--- config.mk ---
export PLATFORM = sky130hd
export DESIGN_NAME = sprite_rom_arbiter
export DESIGN_NICKNAME = d
export VERILOG_FILES = /design/src/rtl/sprite_arb_pkg.sv /design/src/rtl/sprite_rom_arbiter_rr_pick.sv /design/src/rtl/sprite_rom_arbiter.sv
export SDC_FILE = /design/constraint.sdc
export NUM_CORES = 1
export LEC_CHECK = 0
export BUFFER_PORTS_ARGS = -buffer_cell sky130_fd_sc_hd__buf_4
export CORE_UTILIZATION = 43
export DETAILED_ROUTE_END_ITERATION = 10
export GPL_TIMING_DRIVEN = 0
export PLACE_DENSITY = 0.81
export SETUP_SLACK_MARGIN = 0.1
export SYNTH_ARGS = -nofsm -noshare
export SYNTH_HDL_FRONTEND = slang
export SYNTH_HIERARCHICAL = 1
export SYNTH_SLANG_ARGS = --single-unit
--- constraint.sdc ---
create_clock -name clk -period 2.4 [get_ports clk]
set_input_delay 0 -clock clk [delete_from_list [all_inputs] [get_ports clk]]
set_output_delay 0 -clock clk [all_outputs]
set_load 0.01 [all_outputs]
--- src/rtl/sprite_arb_pkg.sv ---
// ============================================================================
// Module      : sprite_arb_pkg
// Description : Shared defaults, index-width helper and tag type for the
//               sprite ROM arbiter family.
// Revision    : 1.0 - initial release
// ============================================================================
`default_nettype none

package sprite_arb_pkg;

  localparam int ADDR_W_DEF = 19;
  localparam int DATA_W_DEF = 12;
  localparam int N_REQ_DEF  = 4;
  localparam int N_REQ_MAX  = 8;
  localparam int IDX_MAX_W  = $clog2(N_REQ_MAX);

  // Index width for n requesters; never narrower than one bit
  function automatic int idx_w(input int n);
    return (n <= 2) ? 1 : $clog2(n);
  endfunction

  localparam int IDX_W = idx_w(N_REQ_DEF);

  // One entry of the return-routing pipe
  typedef struct packed {
    logic                 valid;
    logic [IDX_MAX_W-1:0] idx;
  } tag_t;

endpackage

`default_nettype wire

--- src/rtl/sprite_rom_arbiter_rr_pick.sv ---
// ============================================================================
// Module      : rr_pick
// Description : Combinational round-robin picker. Returns the first set
//               request bit at or after ptr (wrapping), as one-hot and index.
// Revision    : 1.0 - initial release
// ============================================================================
`default_nettype none

module rr_pick #(
  parameter int N_REQ = sprite_arb_pkg::N_REQ_DEF,
  parameter int IDX_W = sprite_arb_pkg::IDX_W
) (
  input  logic [N_REQ-1:0] req,
  input  logic [IDX_W-1:0] ptr,
  output logic [N_REQ-1:0] onehot,
  output logic [IDX_W-1:0] idx,
  output logic             any
);

  logic found;

  // Scan candidates ptr, ptr+1, ... (mod N_REQ) and take the first requesting one
  always_comb begin
    onehot = '0;
    idx    = '0;
    found  = 1'b0;
    for (int k = 0; k < N_REQ; k++) begin
      for (int j = 0; j < N_REQ; j++) begin
        if (!found && req[j] && (j == ((int'(ptr) + k) % N_REQ))) begin
          found     = 1'b1;
          onehot[j] = 1'b1;
          idx       = IDX_W'(j);
        end
      end
    end
    any = |req;
  end

endmodule

`default_nettype wire

--- src/rtl/sprite_rom_arbiter.sv ---
// ============================================================================
// Module      : sprite_rom_arbiter
// Description : Shares one synchronous ROM among N_REQ fetch units. One read
//               issued per cycle (round-robin), data routed back to the
//               issuer ROM_LAT+1 edges after its request was sampled.
// Options     : SPRITE_ARB_PRIO0_EN - requester 0 gets strict priority,
//               the rest rotate among themselves.
// Revision    : 1.0 - initial release
// ============================================================================
`default_nettype none

module sprite_rom_arbiter
  import sprite_arb_pkg::*;
#(
  parameter int N_REQ   = N_REQ_DEF,
  parameter int ADDR_W  = ADDR_W_DEF,
  parameter int DATA_W  = DATA_W_DEF,
  parameter int ROM_LAT = 1
) (
  input  logic                    clk,
  input  logic                    clrn,
  input  logic [N_REQ-1:0]        req,
  input  logic [N_REQ*ADDR_W-1:0] req_addr,
  output logic [N_REQ-1:0]        gnt,
  output logic [N_REQ-1:0]        rvalid,
  output logic [DATA_W-1:0]       rdata,
  output logic                    rom_en,
  output logic [ADDR_W-1:0]       rom_addr,
  input  logic [DATA_W-1:0]       rom_dout
);

  localparam int IDX_W = idx_w(N_REQ);

  logic [IDX_W-1:0]  ptr;
  logic [N_REQ-1:0]  pick_req;
  logic [N_REQ-1:0]  pick_onehot;
  logic [IDX_W-1:0]  pick_idx;
  logic              pick_any;
  logic              win_zero;
  logic [N_REQ-1:0]  win_onehot;
  logic [IDX_W-1:0]  win_idx;
  logic              win_any;
  logic [IDX_W-1:0]  ptr_nxt;
  logic [ADDR_W-1:0] sel_addr;
  tag_t              pipe [ROM_LAT+1];

  rr_pick #(
    .N_REQ (N_REQ),
    .IDX_W (IDX_W)
  ) u_rr_pick (
    .req    (pick_req),
    .ptr    (ptr),
    .onehot (pick_onehot),
    .idx    (pick_idx),
    .any    (pick_any)
  );

`ifdef SPRITE_ARB_PRIO0_EN
  // Requester 0 bypasses the rotation; the picker only sees the others
  always_comb begin
    pick_req    = req;
    pick_req[0] = 1'b0;
    win_zero    = req[0];
  end
`else
  // Every requester takes part in the rotation
  always_comb begin
    pick_req = req;
    win_zero = 1'b0;
  end
`endif

  // Final winner, next pointer and the winner's address
  always_comb begin
    win_onehot = pick_onehot;
    win_idx    = pick_idx;
    win_any    = pick_any;
    ptr_nxt    = ptr;
    if (win_zero) begin
      win_onehot    = '0;
      win_onehot[0] = 1'b1;
      win_idx       = '0;
      win_any       = 1'b1;
    end else if (pick_any) begin
      ptr_nxt = (pick_idx == IDX_W'(N_REQ - 1)) ? '0 : pick_idx + IDX_W'(1);
    end
    sel_addr = '0;
    for (int j = 0; j < N_REQ; j++) begin
      if (win_onehot[j]) sel_addr = req_addr[j*ADDR_W +: ADDR_W];
    end
  end

  // Issue register: grant pulse, ROM command and rotation pointer
  always_ff @(posedge clk) begin
    if (!clrn) begin
      gnt      <= '0;
      rom_en   <= 1'b0;
      rom_addr <= '0;
      ptr      <= '0;
    end else begin
      gnt    <= win_onehot;
      rom_en <= win_any;
      if (win_any) rom_addr <= sel_addr;
      ptr    <= ptr_nxt;
    end
  end

  // Tag pipe: stage k holds the tag of the read issued k edges ago
  always_ff @(posedge clk) begin
    if (!clrn) begin
      for (int k = 0; k <= ROM_LAT; k++) pipe[k] <= '0;
    end else begin
      pipe[0].valid <= win_any;
      pipe[0].idx   <= IDX_MAX_W'(win_idx);
      for (int k = 1; k <= ROM_LAT; k++) pipe[k] <= pipe[k-1];
    end
  end

  // Return stage: ROM data is valid alongside the oldest tag; rdata holds otherwise
  always_ff @(posedge clk) begin
    if (!clrn) begin
      rvalid <= '0;
      rdata  <= '0;
    end else begin
      for (int i = 0; i < N_REQ; i++) begin
        rvalid[i] <= pipe[ROM_LAT].valid && (pipe[ROM_LAT].idx == IDX_MAX_W'(i));
      end
      if (pipe[ROM_LAT].valid) rdata <= rom_dout;
    end
  end

endmodule

`default_nettype wire
==> impl_metrics.tcl <==
set metrics [dict create \
    grt_start_max_net_pins 17 \
    vias_in_the_first_global_route 2806 \
    multi_input_gate_area_um2 1170 \
    firstDrtPassIters 4 \
    footprint_of_the_flip_flops_and_latches_um2 941 \
    synth_warnings 6 \
    gp_congestion 0.892 \
    postSynthAreaPerCell_um2 10.0 \
    startpoint_type "flop" \
    power.density_cell_area_nw_per_um2 597 \
    setup_repair_after_global_routing_missed_its_margin "no" \
    hold_violation_count_in_the_final_report 0 \
    die_height_um 74.0 \
    clock_buffers_created_by_tritoncts 5 \
    worst_skew_pair.late_latency_ps 320 \
    final_net_count 516 \
    path_class "reg2reg" \
    worstPathRequired_ps 2600 \
    setup-violations-final 0 \
    synth_fp_nets 318 \
    grt_first_pass_wirelength_um 13700 \
    finalPower_uw 2380 \
    final.hold.worst_slack_ps 5.45 \
    floorplan.core_area_um2 4850 \
    groute.usage.overall_pct 34.2 \
    cts_num_sinks 47 \
    timing.final.crit_period_ps 2200 \
    yosysSeqAreaShare_pct 42.2 \
    diodes 0 \
    vdd.ir_drop.worst_mv 0.465 \
    fp.dieW_um 74.0 \
    n_fill_cell 268 \
    clk_path_buf_depth 2 \
    ctsRootBufferMaster "sky130_fd_sc_hd__clkbuf_8" \
    worst-slew-pin-transition_ps 555 \
    ys_ff_latch 47 \
    setup.worst_path.end_class "flop" \
    start_util_pct 46.0 \
    worst_clock_skew_ps 9.43 \
    area_delta_synth_final_pct 79.1 \
    detail_route.vias_per_cell 5.80 \
    path_clk_slew_ps 100 \
    initial_antenna_violation_count 0 \
    detailroute.via_count 2835 \
    wl_um 9330 \
    post_synth_num_cell_types 34 \
    fmax_mhz 455 \
    cts.htree.levels 2 \
    buffer_ports.inserted 132 \
    cellLeakagePower_uw 0.00170 \
    tritoncts "yes" \
    synth_cells 223 \
    dieArea_um2 5480 \
    slew-limit-headroom_pct 62.1 \
    syn-cell-area_um2 2230 \
    tns_ps 0 \
    hp-class "in2reg" \
    dp_hpwl_um 5160 \
    finalMaxSlewViolations 0 \
    io-pin-count 134 \
    critical_path_peak_fanout 10 \
    run_status "finished clean" \
    grt-ovfl-total 0 \
    max-cap-violations 0 \
    drive_gt1_share_pct 41.5 \
    drt_first_iter_violations 143 \
    route.detailed.drc 0 \
    period_share_pct 91.5 \
    ant_nets 0 \
    worstPathArrival_ps 2390 \
    route.detailed.wl_per_inst_um 19.1 \
    rows 25 \
]
cell type report:
cell class | count | share of cell area [%]
multi-input cells | 150 | 29.3
flip-flops and latches | 47 | 23.6
clock inverters | 3 | 0.595
plain buffers | 20 | 2.51
inverters | 6 | 0.564
repair buffers | 191 | 39.6
well taps | 67 | 2.10
clock buffers | 5 | 1.72
cell usage in the layout (no fill, tap or decap), types with 2 or more instances in the layout:
cell | Yosys | layout
sky130_fd_sc_hd__a21oi_1 | 14 | 14
sky130_fd_sc_hd__a21oi_2 | 10 | 10
sky130_fd_sc_hd__a221oi_1 | 18 | 18
sky130_fd_sc_hd__a22oi_1 | 8 | 8
sky130_fd_sc_hd__a22oi_2 | 10 | 10
sky130_fd_sc_hd__and2_1 | 10 | 10
sky130_fd_sc_hd__buf_2 | 8 | 8
sky130_fd_sc_hd__buf_4 | 0 | 132
sky130_fd_sc_hd__buf_6 | 2 | 2
sky130_fd_sc_hd__clkbuf_1 | 10 | 10
sky130_fd_sc_hd__clkbuf_8 | 0 | 5
sky130_fd_sc_hd__clkinvlp_4 | 0 | 2
sky130_fd_sc_hd__dfxtp_1 | 47 | 47
sky130_fd_sc_hd__dlygate4sd3_1 | 0 | 59
sky130_fd_sc_hd__inv_1 | 5 | 5
sky130_fd_sc_hd__mux2i_1 | 13 | 13
sky130_fd_sc_hd__nand2_1 | 6 | 6
sky130_fd_sc_hd__nand2b_1 | 3 | 3
sky130_fd_sc_hd__nor2_1 | 6 | 6
sky130_fd_sc_hd__nor2b_1 | 15 | 15
sky130_fd_sc_hd__nor3_1 | 2 | 2
sky130_fd_sc_hd__o221ai_1 | 18 | 18
sky130_fd_sc_hd__o22ai_1 | 2 | 2
critical path: stages (launching register included):
cell	delay, ps
sky130_fd_sc_hd__dfxtp_1	400
sky130_fd_sc_hd__nand2b_1	200
sky130_fd_sc_hd__a21oi_1	130
sky130_fd_sc_hd__a211oi_2	370
sky130_fd_sc_hd__nand2_2	250
sky130_fd_sc_hd__clkbuf_1	320
sky130_fd_sc_hd__o221ai_1	350
sky130_fd_sc_hd__a21oi_2	60
cells in the mapped netlist:
| cell | number | area share, % |
|---|---|---|
| sky130_fd_sc_hd__and2b_4 | 1 | 0.45 |
| sky130_fd_sc_hd__a311oi_1 | 1 | 0.39 |
| sky130_fd_sc_hd__a31o_1 | 1 | 0.39 |
| sky130_fd_sc_hd__o311ai_1 | 1 | 0.39 |
| sky130_fd_sc_hd__buf_6 | 2 | 1.0 |
| sky130_fd_sc_hd__nand2b_1 | 3 | 0.84 |
| sky130_fd_sc_hd__nand2_1 | 6 | 1.0 |
| sky130_fd_sc_hd__nor3b_1 | 1 | 0.34 |
| sky130_fd_sc_hd__inv_1 | 5 | 0.84 |
| sky130_fd_sc_hd__clkbuf_1 | 10 | 1.7 |
| sky130_fd_sc_hd__nor2b_1 | 15 | 4.2 |
| sky130_fd_sc_hd__dfxtp_1 | 47 | 42 |
| sky130_fd_sc_hd__o22ai_1 | 2 | 0.56 |
| sky130_fd_sc_hd__inv_2 | 1 | 0.17 |
| sky130_fd_sc_hd__mux2i_1 | 13 | 5.8 |
| sky130_fd_sc_hd__buf_2 | 8 | 1.8 |
| sky130_fd_sc_hd__ha_1 | 1 | 0.56 |
| sky130_fd_sc_hd__a221oi_1 | 18 | 7.1 |
| sky130_fd_sc_hd__a2111oi_0 | 1 | 0.39 |
| sky130_fd_sc_hd__o21ai_1 | 1 | 0.22 |
| sky130_fd_sc_hd__o221ai_1 | 18 | 7.1 |
| sky130_fd_sc_hd__nand3_1 | 1 | 0.22 |
| sky130_fd_sc_hd__and3b_1 | 1 | 0.39 |
| sky130_fd_sc_hd__a21oi_2 | 10 | 3.9 |
| sky130_fd_sc_hd__a211oi_1 | 2 | 0.67 |
| sky130_fd_sc_hd__and2_1 | 10 | 2.8 |
| sky130_fd_sc_hd__nand2_2 | 1 | 0.28 |
| sky130_fd_sc_hd__a22oi_1 | 8 | 2.7 |
| sky130_fd_sc_hd__a21oi_1 | 14 | 3.1 |
| sky130_fd_sc_hd__nor3b_4 | 1 | 0.84 |
| sky130_fd_sc_hd__o221a_1 | 1 | 0.51 |
| sky130_fd_sc_hd__nor3_1 | 2 | 0.45 |
| sky130_fd_sc_hd__a22oi_2 | 10 | 5.6 |
| sky130_fd_sc_hd__nor2_1 | 6 | 1.0 |
cell families after synthesis:
kind of cell,Yosys count,share of synthesized area (%)
AO/OA/AOI/OAI,88,33.1
adder cells (fa/ha/maj),1,0.561
buffers and inverters,26,5.50
flip-flops,47,42.2
multiplexers,13,5.84
AND/OR/NAND/NOR,48,12.9
per-stage QoR:
| step | utilization (%) | setup WS, ps | cell area, um^2 | cells |
|---|---|---|---|---|
| 2_1_floorplan | - | 623 | 2230 | 223 |
| 3_3_place_gp | 68.2 | 132 | 3300 | 422 |
| 3_5_place_dp | 68.2 | 97.2 | 3300 | 422 |
| 4_1_cts | 82.3 | 332 | 3990 | 489 |
| 5_1_grt | 82.3 | 133 | 3990 | 489 |
| 6_report | 82.3 | 203 | 3990 | 489 |
where the power goes:
part           switching, uW  leakage [uW]  internal [uW]  total [uW]
registers               74.3      0.000387            878         953
logic                    442       0.00127            467         909
clock network            311     0.0000408            209         520
total                    828       0.00170           1550        2380
state kept, by name, indices dropped and copies added, names as in the netlist:
| name | cells |
|---|---|
| gnt | 4 |
| pipe | 6 |
| ptr | 2 |
| rdata | 12 |
| rom_addr | 19 |
| rvalid | 4 |
path summary, 6_finish.rpt:
| path | start | endpoint | slack [ps] | cells past startpoint |
|---|---|---|---|---|
| worst min-delay path | req_addr[11] | rom_addr[11] | 5 | 3 |
| worst max-delay path | ptr[0] | rom_addr[8] | 200 | 7 |
| worst min register to register | pipe[0][0] | pipe[0][4] | 440 | 1 |
| worst max register to register | ptr[0] | rom_addr[8] | 200 | 7 |
per-layer routing:
metal	up-vias	global-route usage, %	part of all wire, %
met5	-	0	0
met4	0	19.7	5.2
met3	43	8.81	9.4
met2	202	62.0	51
met1	1331	35.7	35
li1	1259	-	-
what timing repair did:
item	4_1_cts	5_1_grt
resized for setup	1	0
setup buffers	0	0
pin swaps	0	1
endpoints found under the setup margin	2	2
hold buffers	59	0
endpoints found under the hold margin	30	0
Note: power is estimated with default switching activity, not from simulation.
